===== src/rtl/ex_mem_stage_if.sv =====
// Bundle between the execute stage, the EX/MEM boundary and the memory stage.
// The master modport is the stage itself; the slave modport is its surroundings.
interface ex_mem_stage_if #(
   parameter int DW = 32,
   parameter int RW = 5
);
   logic          flush;
   logic          in_valid;
   logic          in_ready;
   logic [DW-1:0] alu_res;
   logic          alu_zf;
   logic [DW-1:0] store_data;
   logic [DW-1:0] branch_target;
   logic [RW-1:0] rd;
   logic          ctl_reg_write;
   logic          ctl_mem_read;
   logic          ctl_mem_write;
   logic          ctl_mem_to_reg;
   logic          ctl_branch;
   logic          out_valid;
   logic          out_ready;
   logic [DW-1:0] out_alu_res;
   logic [DW-1:0] out_store_data;
   logic [RW-1:0] out_rd;
   logic          out_reg_write;
   logic          out_mem_read;
   logic          out_mem_write;
   logic          out_mem_to_reg;
   logic          pc_src;
   logic [DW-1:0] pc_target;
   logic          fwd_en;
   logic [RW-1:0] fwd_rd;
   logic [DW-1:0] fwd_data;

   modport master (
      input  flush, in_valid, alu_res, alu_zf, store_data, branch_target, rd,
             ctl_reg_write, ctl_mem_read, ctl_mem_write, ctl_mem_to_reg, ctl_branch,
             out_ready,
      output in_ready, out_valid, out_alu_res, out_store_data, out_rd,
             out_reg_write, out_mem_read, out_mem_write, out_mem_to_reg,
             pc_src, pc_target, fwd_en, fwd_rd, fwd_data
   );

   modport slave (
      output flush, in_valid, alu_res, alu_zf, store_data, branch_target, rd,
             ctl_reg_write, ctl_mem_read, ctl_mem_write, ctl_mem_to_reg, ctl_branch,
             out_ready,
      input  in_ready, out_valid, out_alu_res, out_store_data, out_rd,
             out_reg_write, out_mem_read, out_mem_write, out_mem_to_reg,
             pc_src, pc_target, fwd_en, fwd_rd, fwd_data
   );
endinterface


===== src/rtl/ex_mem_stage.sv =====
// EX/MEM boundary: 2-entry elastic buffer (head + skid) with branch resolution.
//  state | meaning
//  EMPTY | no word buffered, in_ready=1
//  ONE   | head H valid, in_ready=1
//  TWO   | head H and skid S valid, in_ready=0
module ex_mem_stage #(
   parameter int DW = 32,
   parameter int RW = 5
) (
   input logic            clk,
   input logic            rst,
   ex_mem_stage_if.master bus
);
   typedef enum logic [1:0] {EMPTY, ONE, TWO} state_t;

   typedef struct packed {
      logic [DW-1:0] alu_res;
      logic [DW-1:0] store_data;
      logic [RW-1:0] rd;
      logic          reg_write;
      logic          mem_read;
      logic          mem_write;
      logic          mem_to_reg;
   } word_t;

   state_t        state_q, state_d;
   word_t         h_q, s_q, in_word;
   logic          in_ready_q;
   logic          pc_src_q;
   logic [DW-1:0] pc_target_q;
   logic          accept, pop, taken;
   logic          load_h_in, load_h_s, load_s;

   assign in_word = {bus.alu_res, bus.store_data, bus.rd, bus.ctl_reg_write,
                     bus.ctl_mem_read, bus.ctl_mem_write, bus.ctl_mem_to_reg};

   assign accept = bus.in_valid & in_ready_q;
   assign pop    = bus.out_valid & bus.out_ready;
   assign taken  = accept & bus.ctl_branch & bus.alu_zf & ~bus.flush;

   always_comb begin
      state_d   = state_q;
      load_h_in = 1'b0;
      load_h_s  = 1'b0;
      load_s    = 1'b0;
      // Flush wins over everything; a concurrent pop is still treated as consumed.
      if (bus.flush) begin
         state_d = EMPTY;
      end else begin
         case (state_q)
            EMPTY: begin
               if (accept) begin
                  state_d   = ONE;
                  load_h_in = 1'b1;
               end
            end
            ONE: begin
               if (accept && !pop) begin
                  state_d = TWO;
                  load_s  = 1'b1;
               end else if (accept && pop) begin
                  load_h_in = 1'b1;
               end else if (pop) begin
                  state_d = EMPTY;
               end
            end
            TWO: begin
               if (pop) begin
                  state_d  = ONE;
                  load_h_s = 1'b1;
               end
            end
            default: state_d = EMPTY;
         endcase
      end
   end

   always_ff @(posedge clk or posedge rst) begin
      if (rst) begin
         state_q     <= EMPTY;
         in_ready_q  <= 1'b1;
         h_q         <= '0;
         s_q         <= '0;
         pc_src_q    <= 1'b0;
         pc_target_q <= '0;
      end else begin
         state_q    <= state_d;
         in_ready_q <= (state_d != TWO);
         if (load_h_in)     h_q <= in_word;
         else if (load_h_s) h_q <= s_q;
         if (load_s)        s_q <= in_word;
         pc_src_q <= taken;
         if (taken)         pc_target_q <= bus.branch_target;
      end
   end

   assign bus.in_ready       = in_ready_q;
   assign bus.out_valid      = (state_q != EMPTY);
   assign bus.out_alu_res    = h_q.alu_res;
   assign bus.out_store_data = h_q.store_data;
   assign bus.out_rd         = h_q.rd;
   assign bus.out_reg_write  = h_q.reg_write;
   assign bus.out_mem_read   = h_q.mem_read;
   assign bus.out_mem_write  = h_q.mem_write;
   assign bus.out_mem_to_reg = h_q.mem_to_reg;
   assign bus.pc_src         = pc_src_q;
   assign bus.pc_target      = pc_target_q;
   assign bus.fwd_en         = bus.out_valid & h_q.reg_write & (h_q.rd != '0);
   assign bus.fwd_rd         = h_q.rd;
   assign bus.fwd_data       = h_q.alu_res;
endmodule


===== src/flat_wrapper.sv =====
// flat-port wrapper written by rule: the top's interface ports become plain ports
module ex_mem_stage_flat 
#(
   parameter int DW = 32,
   parameter int RW = 5
)
  (clk, rst, bus_flush, bus_in_valid, bus_alu_res, bus_alu_zf, bus_store_data, bus_branch_target, bus_rd, bus_ctl_reg_write, bus_ctl_mem_read, bus_ctl_mem_write, bus_ctl_mem_to_reg, bus_ctl_branch, bus_out_ready, bus_in_ready, bus_out_valid, bus_out_alu_res, bus_out_store_data, bus_out_rd, bus_out_reg_write, bus_out_mem_read, bus_out_mem_write, bus_out_mem_to_reg, bus_pc_src, bus_pc_target, bus_fwd_en, bus_fwd_rd, bus_fwd_data);
  ex_mem_stage_if #(.DW(DW), .RW(RW)) bus_i ();
  input logic clk;
  input logic rst;
  input wire logic [$bits(bus_i.flush)-1:0] bus_flush;
  input wire logic [$bits(bus_i.in_valid)-1:0] bus_in_valid;
  input wire logic [$bits(bus_i.alu_res)-1:0] bus_alu_res;
  input wire logic [$bits(bus_i.alu_zf)-1:0] bus_alu_zf;
  input wire logic [$bits(bus_i.store_data)-1:0] bus_store_data;
  input wire logic [$bits(bus_i.branch_target)-1:0] bus_branch_target;
  input wire logic [$bits(bus_i.rd)-1:0] bus_rd;
  input wire logic [$bits(bus_i.ctl_reg_write)-1:0] bus_ctl_reg_write;
  input wire logic [$bits(bus_i.ctl_mem_read)-1:0] bus_ctl_mem_read;
  input wire logic [$bits(bus_i.ctl_mem_write)-1:0] bus_ctl_mem_write;
  input wire logic [$bits(bus_i.ctl_mem_to_reg)-1:0] bus_ctl_mem_to_reg;
  input wire logic [$bits(bus_i.ctl_branch)-1:0] bus_ctl_branch;
  input wire logic [$bits(bus_i.out_ready)-1:0] bus_out_ready;
  output wire logic [$bits(bus_i.in_ready)-1:0] bus_in_ready;
  output wire logic [$bits(bus_i.out_valid)-1:0] bus_out_valid;
  output wire logic [$bits(bus_i.out_alu_res)-1:0] bus_out_alu_res;
  output wire logic [$bits(bus_i.out_store_data)-1:0] bus_out_store_data;
  output wire logic [$bits(bus_i.out_rd)-1:0] bus_out_rd;
  output wire logic [$bits(bus_i.out_reg_write)-1:0] bus_out_reg_write;
  output wire logic [$bits(bus_i.out_mem_read)-1:0] bus_out_mem_read;
  output wire logic [$bits(bus_i.out_mem_write)-1:0] bus_out_mem_write;
  output wire logic [$bits(bus_i.out_mem_to_reg)-1:0] bus_out_mem_to_reg;
  output wire logic [$bits(bus_i.pc_src)-1:0] bus_pc_src;
  output wire logic [$bits(bus_i.pc_target)-1:0] bus_pc_target;
  output wire logic [$bits(bus_i.fwd_en)-1:0] bus_fwd_en;
  output wire logic [$bits(bus_i.fwd_rd)-1:0] bus_fwd_rd;
  output wire logic [$bits(bus_i.fwd_data)-1:0] bus_fwd_data;
  assign bus_i.flush = bus_flush;
  assign bus_i.in_valid = bus_in_valid;
  assign bus_i.alu_res = bus_alu_res;
  assign bus_i.alu_zf = bus_alu_zf;
  assign bus_i.store_data = bus_store_data;
  assign bus_i.branch_target = bus_branch_target;
  assign bus_i.rd = bus_rd;
  assign bus_i.ctl_reg_write = bus_ctl_reg_write;
  assign bus_i.ctl_mem_read = bus_ctl_mem_read;
  assign bus_i.ctl_mem_write = bus_ctl_mem_write;
  assign bus_i.ctl_mem_to_reg = bus_ctl_mem_to_reg;
  assign bus_i.ctl_branch = bus_ctl_branch;
  assign bus_i.out_ready = bus_out_ready;
  assign bus_in_ready = bus_i.in_ready;
  assign bus_out_valid = bus_i.out_valid;
  assign bus_out_alu_res = bus_i.out_alu_res;
  assign bus_out_store_data = bus_i.out_store_data;
  assign bus_out_rd = bus_i.out_rd;
  assign bus_out_reg_write = bus_i.out_reg_write;
  assign bus_out_mem_read = bus_i.out_mem_read;
  assign bus_out_mem_write = bus_i.out_mem_write;
  assign bus_out_mem_to_reg = bus_i.out_mem_to_reg;
  assign bus_pc_src = bus_i.pc_src;
  assign bus_pc_target = bus_i.pc_target;
  assign bus_fwd_en = bus_i.fwd_en;
  assign bus_fwd_rd = bus_i.fwd_rd;
  assign bus_fwd_data = bus_i.fwd_data;
  ex_mem_stage #(.DW(DW), .RW(RW)) u_core (.clk(clk), .rst(rst), .bus(bus_i));
endmodule

===== config.mk =====
export PLATFORM = sky130hd
export DESIGN_NAME = ex_mem_stage_flat
export DESIGN_NICKNAME = d
export VERILOG_FILES = /design/src/rtl/ex_mem_stage_if.sv /design/src/rtl/ex_mem_stage.sv /design/src/flat_wrapper.sv
export SDC_FILE = /design/constraint.sdc
export NUM_CORES = 1
export LEC_CHECK = 0
export CORE_ASPECT_RATIO = 0.75
export CORE_MARGIN = 5
export CORE_UTILIZATION = 45
export DETAILED_ROUTE_END_ITERATION = 8
export GPL_TIMING_DRIVEN = 0
export HOLD_SLACK_MARGIN = 0.05
export MAX_ROUTING_LAYER = met4
export PLACE_DENSITY = 0.78
export SYNTH_ARGS = -nofsm -noshare
export SYNTH_HDL_FRONTEND = slang
export SYNTH_SLANG_ARGS = --single-unit

===== constraint.sdc =====
create_clock -name clk -period 15.5 [get_ports clk]
set_input_delay 3.1 -clock clk [delete_from_list [all_inputs] [get_ports clk]]
set_output_delay 3.1 -clock clk [all_outputs]
set_load 0.01 [all_outputs]

# ---- Word-level counts from Yosys, hierarchy flattened
# Index checks and enable logic that the tools add are counted.
dict set report word_totals {
  reg_bits 182
  inputBits 112
}
dict set report classes {
  n_eq_ne 3
  n_mux 20
  bitwise 8
  n_reduce_logical 7
}
# operator count
set op_table {}
lappend op_table {{73-bit two-way mux} 2}
lappend op_table {{2-bit two-way mux} 6}
lappend op_table {{1-bit two-way mux} 10}
lappend op_table {{1-bit bitwise AND} 7}
lappend op_table {{2-bit case mux with 3 select lines} 1}
lappend op_table {{5-bit nonzero test} 1}
lappend op_table {{2-bit nonzero test} 2}
lappend op_table {{2-bit by 1-bit == test with 1-bit output (second input constant)} 1}
lappend op_table {{2-bit == test (second input constant)} 1}
lappend op_table {{1-bit logical AND} 2}
lappend op_table {{2-bit logical NOT} 1}
lappend op_table {{2-bit != test (second input constant)} 1}
lappend op_table {{1-bit case mux with 2 select lines} 1}
lappend op_table {{1-bit logical NOT} 1}
lappend op_table {{1-bit inverter} 1}

# ---- Depth between registers and ports, before layout
# Gate-level depths: netlist of run 1.
dict set report logic_depth {
  word_depth 8
  mapped_depth 6
}

# ---- Worst setup path before layout of run 1
# No wires, ideal clock.
dict set report synth_path {
  path_type {input port to flip-flop}
  start {in bus_out_ready}
  end {reg u_core.s_q[0] (netlist name)}
  setup_ns 0.125
  t_arrival_ns 4.306
  required_time_ns 15.375
  slack_ns 11.069
  stages 5
  cell_sequence {nand2b_4 or4_4 buf_12 buf_12 mux2_4}
}
dict set report synth_via {
  elab_chain_len 6
}
# element line
set synth_rtl {}
lappend synth_rtl {{start, declared} flat_wrapper.sv:23} ;# input wire logic [$bits(bus_i.out_ready)-1:0] bus_out_ready;
lappend synth_rtl {{1-bit bitwise AND} ex_mem_stage.sv:38} ;# assign pop = bus.out_valid & bus.out_ready;
lappend synth_rtl {{1-bit logical NOT} ex_mem_stage.sv:58} ;# if (accept && !pop) begin
lappend synth_rtl {{1-bit logical AND} ex_mem_stage.sv:58}
lappend synth_rtl {{1-bit two-way mux} ex_mem_stage.sv:58}
lappend synth_rtl {{1-bit two-way mux} ex_mem_stage.sv:50} ;# case (state_q)
lappend synth_rtl {{1-bit two-way mux} ex_mem_stage.sv:47} ;# if (bus.flush) begin
lappend synth_rtl {{end signal, assigned} ex_mem_stage.sv:91} ;# if (load_s) s_q <= in_word;
lappend synth_rtl {{end, declared} ex_mem_stage.sv:27} ;# word_t h_q, s_q, in_word;
# Every way passes these cells.
# A chain may end at the register's enable or synchronous reset.

# ---- Worst setup path in the final report of run 1
dict set report layout_path {
  start {reg u_core.h_q (netlist bit u_core.bus.fwd_rd[1])}
  end {out bus_fwd_en}
}
dict set report layout_via {
  elab_chain_len 2
}
# element line
set layout_rtl {}
lappend layout_rtl {{start, declared} ex_mem_stage.sv:27}
lappend layout_rtl {{start signal, assigned} ex_mem_stage.sv:89} ;# if (load_h_in) h_q <= in_word;
lappend layout_rtl {{start signal, assigned} ex_mem_stage.sv:90} ;# else if (load_h_s) h_q <= s_q;
lappend layout_rtl {{5-bit nonzero test} ex_mem_stage.sv:108} ;# assign bus.fwd_en = bus.out_valid & h_q.reg_write & (h_q.rd != '0);
lappend layout_rtl {{1-bit bitwise AND} ex_mem_stage.sv:108}
lappend layout_rtl {{end, declared} flat_wrapper.sv:35} ;# output wire logic [$bits(bus_i.fwd_en)-1:0] bus_fwd_en;
# Every way passes these cells.

==> flow_summary.yaml, run 1 <==
setup_path:
  slowest_delay_ns: 0.58
  slowest_stage: "or4_1"
  worst_setup_path_start_kind: "register"
  critical_path_arrival_ns: 2.15
  path_cells: "or4_1 > o211a_1 > clkdlybuf4s50_1"
  cp.required_ns: 12.40
  path_buf_inv: 1
  crit_start: "u_core.bus.fwd_rd[1]$_DFFE_PP0P_"
  crit_path_max_fanout: 4
  endpoint_kind: "output pin"
  critPathTopFamily: "simple AND/OR/NAND/NOR gates"
  crit-reg2reg-launch: "u_core.bus.in_ready$_DFF_PP1_"
  worstSetupPathType: "reg -> out"
logic_synthesis:
  ys_types: 28
  synth_edf_count: 0
  avgSynthCellArea_um2: 13.5
  synth_nets: 710
  synth_top_flop_cell: "dfrtp_1"
  ys_seq_area_frac: 0.563
  ys_ff_latch: 182
  netlist_instances: 598
  async_reset_ff_frac: 1.00
  yosys_warnings: 0
  syn_area_mm2: 0.00810
route:
  remaining_drc_errors: 0
  routed_via_density: 4.86
  drt-total-wl_um: 20200
  first_iter_violations: 301
  num_vias: 5487
  firstDrtPassIters: 4
  ant_nets: 0
  post_drt_wl_per_cell_um: 17.9
sta:
  hold_viol: 0
  fmax_mhz: 190
  setup_tns_ns: 0
  fin_ws_ns: 10.25
  slew_headroom: 0.623
  clock-skew-final_ns: 0.00839
  fin_crit_sh: 0.339
  slew_violations: 0
  setup_viol: 0
  worstMarginPinSlew_ns: 0.565
  rsz0062_at_grt: "false"
  finalCriticalPeriod_ns: 5.25
flow_run:
  drv_cap: 0
placed_design:
  place_ws_ns: 10.21
  hpwl_um: 14300
  io_buffers: 257
  gp_congestion: 0.767
hold_path:
  hold_path_class: "reg -> reg"
  holdCritStartpoint: "u_core.bus.pc_target[10]$_DFFE_PP0P_"
floorplan:
  die_w_um: 165
  die_h_um: 126
  core_area_mm2: 0.0177
  rows: 42
  die_area_mm2: 0.0208
  pin_count: 258
  start_util: 0.458
clock_tree:
  clockBufferDepth: 2
  cts_tree: "yes"
  numClockSinks: 182
  clock-root-buffer: "clkbuf_16"
  cts.clk_slew.worst_paths_ns: 0.07
  clk_latency_ns: 0.43
  cts_buffers: 17
  post_cts_resize_count: 0
  cts_hold_buffers: 0
  cts-htree-levels: 4
  postCtsSetupRepairBufs: 0
cells_and_area:
  largest_register_ffs: 73
  regMostFlops: "u_core.s_q"
  final_cell_mix: "257 x clkdlybuf4s50_1, 181 x dfrtp_1, 75 x nor2_1"
  area_growth_pct: 43.0
  final_nets: 987
  drive_gt1_frac: 0.233
  final_common_cell: "clkdlybuf4s50_1"
  antenna_cells: 0
power_and_ir_drop:
  ir_drop_mv: 0.0725
  power_density_mw_per_mm2: 132
  leakage_nw: 5.05
grt:
  grt_max_degree: 113
  grt_pass1_wl_um: 31800
  overflow: 0
  antenna_found_initial: 0
  grt_pass1_vias: 5794
  grt_usage: 0.202
run_status:
  outcome: "complete, no violations"
==> metal layers <==
layer / wire (µm) / global-route usage / vias to the layer above
met5: 0 / - / -
met4: 276 / 0.0557 / 0
met3: 1600 / 0.0705 / 19
met2: 9080 / 0.293 / 169
met1: 9220 / 0.270 / 2699
li1: - / - / 2600
==> per-stage QoR <==
| stage | hold WS (ns) | power [W] | instances | utilization | area (µm²) |
|---|---|---|---|---|---|
| after floorplan | 0.479 | 0.000885 | 598 | - | 8100 |
| after global placement | 0.489 | 0.00111 | 1097 | 0.621 | 11000 |
| after detailed placement | 0.496 | 0.00112 | 1098 | 0.623 | 11000 |
| after CTS | 0.512 | 0.00155 | 1130 | 0.655 | 11600 |
| after global routing | 0.520 | 0.00161 | 1130 | 0.655 | 11600 |
| final | 0.505 | 0.00153 | 1130 | 0.655 | 11600 |
==> cells by family after synthesis <==
kind of cell,share of synthesized area
DFF,0.563
and+or+nand+nor,0.0451
buffers and inverters,0.0719
AOI/OAI and AO/OA,0.0501
muxes,0.270
==> where the power goes <==
| part | total (W) | internal (W) | switching, W | leakage [nW] |
|---|---|---|---|---|
| sequential | 0.000664 | 0.000591 | 0.0000731 | 2.14 |
| clock | 0.000420 | 0.000220 | 0.000201 | 0.279 |
| combinational | 0.000446 | 0.000296 | 0.000151 | 2.63 |
==> worst paths after layout <==
path	to	slack, ns	depth (start not counted)
worst max-delay path	bus_fwd_en	10.25	3
worst min-delay path	u_core.bus.pc_target[10]$_DFFE_PP0P_	0.50	1
worst max register to register	u_core.bus.fwd_data[25]$_DFFE_PP0P_	13.30	6
worst min register to register	u_core.bus.pc_target[10]$_DFFE_PP0P_	0.50	1
max in group asynchronous	u_core.bus.pc_target[16]$_DFFE_PP0P_	11.49	3
min in group asynchronous	u_core.bus.fwd_data[21]$_DFFE_PP0P_	3.12	2
==> worst register-to-register path: stages, from the launching register on <==
cell and delay [ns]:
dfstp_2 0.54, nand2_1 0.15, or4b_1 0.52, clkbuf_1 0.29
clkbuf_1 0.33, nor2_1 0.17, a21oi_1 0.06
==> cells in the mapped netlist, types with 3 or more instances <==
master / n / area share
a21oi_1: 73 / 0.045
buf_12: 8 / 0.020
buf_2: 10 / 0.0062
buf_4: 43 / 0.040
clkbuf_1: 9 / 0.0042
dfrtp_1: 181 / 0.56
mux2_2: 36 / 0.050
mux2_4: 70 / 0.13
mux2i_1: 73 / 0.090
nand2_1: 3 / 0.0014
nor2_1: 75 / 0.035
==> final cells by class <==
cell class | instances | area (µm²)
plain buffers | 72 | 578
clock buffers | 19 | 453
clock inverters | 13 | 114
fillers | 1313 | 6080
inverters | 1 | 11.3
multi-input cells | 343 | 2960
flip-flops and latches | 182 | 4560
well taps | 242 | 303
repair buffers | 258 | 2600
No activity file was read; power rests on OpenSTA's default activity.
==> run 2: changes to the inputs <==
==> constraint.sdc (replaced) <==
create_clock -name clk -period 4.89 [get_ports clk]
set_input_delay 0.978 -clock clk [delete_from_list [all_inputs] [get_ports clk]]
set_output_delay 0.978 -clock clk [all_outputs]
set_load 0.01 [all_outputs]
==> run 2 against run 1 <==
Net effect:
- final cell count grew 0.35%
- via count grew 0.36%
- global-route usage grew 0.40 points
- register-to-register slack lost 11 ns
- non-clock buffer count grew 3
- combinational power grew to 3.2 times the previous value
- utilization grew 0.33 points
==> flow_summary.yaml, run 2 (synthesis gave the netlist of run 1 again) <==
run_status:
  outcome: "complete, no violations"
floorplan:
  die_area_mm2: 0.0208
  rows: 42
  die_w_um: 165
  start_util: 0.458
  die_h_um: 126
  core_area_mm2: 0.0177
  pin_count: 258
clock_tree:
  numClockSinks: 182
  cts_hold_buffers: 0
  cts_tree: "yes"
  clockBufferDepth: 2
  cts_buffers: 17
  cts-htree-levels: 4
  postCtsSetupRepairBufs: 0
  clk_latency_ns: 0.42
  post_cts_resize_count: 0
  cts.clk_slew.worst_paths_ns: 0.07
  clock-root-buffer: "clkbuf_16"
cells_and_area:
  area_growth_pct: 43.7
  final_nets: 990
  largest_register_ffs: 73
  design_area_mm2: 0.0116
  final_cell_mix: "257 x clkdlybuf4s50_1, 181 x dfrtp_1, 75 x nor2_1"
  drive_gt1_frac: 0.235
  final_common_cell: "clkdlybuf4s50_1"
  regMostFlops: "u_core.s_q"
  fillerInstances: 1342
setup_path:
  worstSetupPathType: "reg -> out"
  worst_setup_path_start_kind: "register"
  r2r_slack_ns: 2.63
  endpoint_kind: "output pin"
  cp.required_ns: 3.91
  critical_path_arrival_ns: 2.13
  crit_path_max_fanout: 4
sta:
  slew_headroom: 0.451
  setup_viol: 0
  fmax_mhz: 322
  fin_crit_sh: 0.636
  finalCriticalPeriod_ns: 3.11
  slew_violations: 0
  worstMarginPinSlew_ns: 0.822
  hold_viol: 0
  rsz0062_at_grt: "false"
  setup_tns_ns: 0
  clock-skew-final_ns: 0.00699
grt:
  grt_pass1_wl_um: 32600
  antenna_found_initial: 1
  grt_max_degree: 41
  overflow: 0
  grt_pass1_vias: 6110
  grt_usage: 0.206
power_and_ir_drop:
  power_density_mw_per_mm2: 419
  sw_frac_of_total: 0.271
  pwr-share-comb: 0.293
  leakage_nw: 5.06
  power_switching_w: 0.00132
  ir_drop_mv: 0.204
  p_seq_frac: 0.432
  clkPwrFrac: 0.275
  internal_power_w: 0.00355
flow_run:
  drv_cap: 0
route:
  routed_via_density: 4.86
  first_iter_violations: 232
  ant_nets: 0
  num_vias: 5507
  drt-total-wl_um: 20500
  post_drt_wl_per_cell_um: 18.1
  firstDrtPassIters: 4
  remaining_drc_errors: 0
placed_design:
  post_dp_cell_area_mm2: 0.0111
  gp_congestion: 0.782
  io_buffers: 257
  hpwl_um: 14900
hold_path:
  hold_path_class: "reg -> reg"
==> run 2: changes by cell type in the layout (fill, tap and decap cells not counted), sizes merged <==
| cell | previous run | this run |
|---|---|---|
| clkinv | 5 | 4 |
| inv | 8 | 3 |
| buf | 63 | 66 |
| clkbuf | 29 | 30 |
| bufinv | 0 | 1 |
| clkinvlp | 1 | 5 |
| diode | 0 | 1 |
==> run 2: path summary, 6_finish.rpt <==
path	from	endpoint	depth (start not counted)
setup / recovery	u_core.bus.fwd_rd[2]$_DFFE_PP0P_	bus_fwd_en	3
hold / removal	u_core.bus.pc_target[17]$_DFFE_PP0P_	u_core.bus.pc_target[17]$_DFFE_PP0P_	1
setup reg to reg	u_core.bus.in_ready$_DFF_PP1_	u_core.bus.fwd_data[19]$_DFFE_PP0P_	6
hold reg to reg	u_core.bus.pc_target[17]$_DFFE_PP0P_	u_core.bus.pc_target[17]$_DFFE_PP0P_	1
max in group asynchronous	rst	u_core.bus.fwd_data[7]$_DFFE_PP0P_	3
min in group asynchronous	rst	u_core.bus.pc_target[27]$_DFFE_PP0P_	2
==> run 2: metrics by stage <==
| step | hold slack (ns) | total power (W) | worst slack (ns) | util | cells |
|---|---|---|---|---|---|
| after floorplan | 0.479 | 0.00281 | 1.58 | - | 598 |
| after detailed placement | 0.494 | 0.00356 | 1.66 | 0.626 | 1101 |
| after CTS | 0.510 | 0.00493 | 1.75 | 0.659 | 1133 |
| after global placement | 0.489 | 0.00352 | 0.0221 | 0.622 | 1097 |
| after global routing | 0.525 | 0.00512 | 1.73 | 0.659 | 1134 |
| final | 0.507 | 0.00487 | 1.78 | 0.659 | 1134 |
==> run 2: power by group through the flow <==
stage                     sequential, W  combinational, W  clock [W]
after global routing            0.00216           0.00153    0.00144
after CTS                       0.00210           0.00145    0.00138
after global placement          0.00211           0.00141          0
final                           0.00210           0.00143    0.00134
after floorplan                 0.00216          0.000645          0
after detailed placement        0.00212           0.00144          0
==> run 2: final cells by class <==
type                       instances  area, µm²  area share
sequential                       182       4560       0.392
timing repair buffer             261       2650       0.228
multi-input combinational        343       2960       0.254
tap                              242        303      0.0260
clock buffer                      20        457      0.0393
clock inverter                    12        118      0.0101
inverter                           1       7.51    0.000645
buffer                            72        578      0.0497
antenna                            1       2.50    0.000215
==> run 2: critical path, cell delays in order (launching register included) <==
cell and delay [ns]:
dfrtp_1 0.45, or4_1 0.55, o211a_1 0.24, clkdlybuf4s50_1 0.48
==> run 2: routing by layer <==
metal,wire length [µm],vias up,part of all wire,global-route usage
met3,1640,24,0.080,0.0705
li1,-,2603,-,-
met1,9180,2693,0.45,0.269
met4,352,0,0.017,0.0548
met2,9310,187,0.45,0.308
met5,0,-,0,-
==> run 3: changes to the inputs <==
==> constraint.sdc (replaced) <==
create_clock -name clk -period 3.2 [get_ports clk]
set_input_delay 0.64 -clock clk [delete_from_list [all_inputs] [get_ports clk]]
set_output_delay 0.64 -clock clk [all_outputs]
set_load 0.01 [all_outputs]
==> results of run 3 <==
The final DEF is identical to that of run 2. Status: complete, no violations.
Among the figures that moved: setup slack after placement 1.66 ns -> 0.305 ns; setup slack after layout 1.78 ns -> 0.428 ns; register-to-register setup slack 2.63 ns -> 0.94 ns; total power 0.00487 W -> 0.00744 W; worst IR drop on VDD 0.204 mV -> 0.312 mV
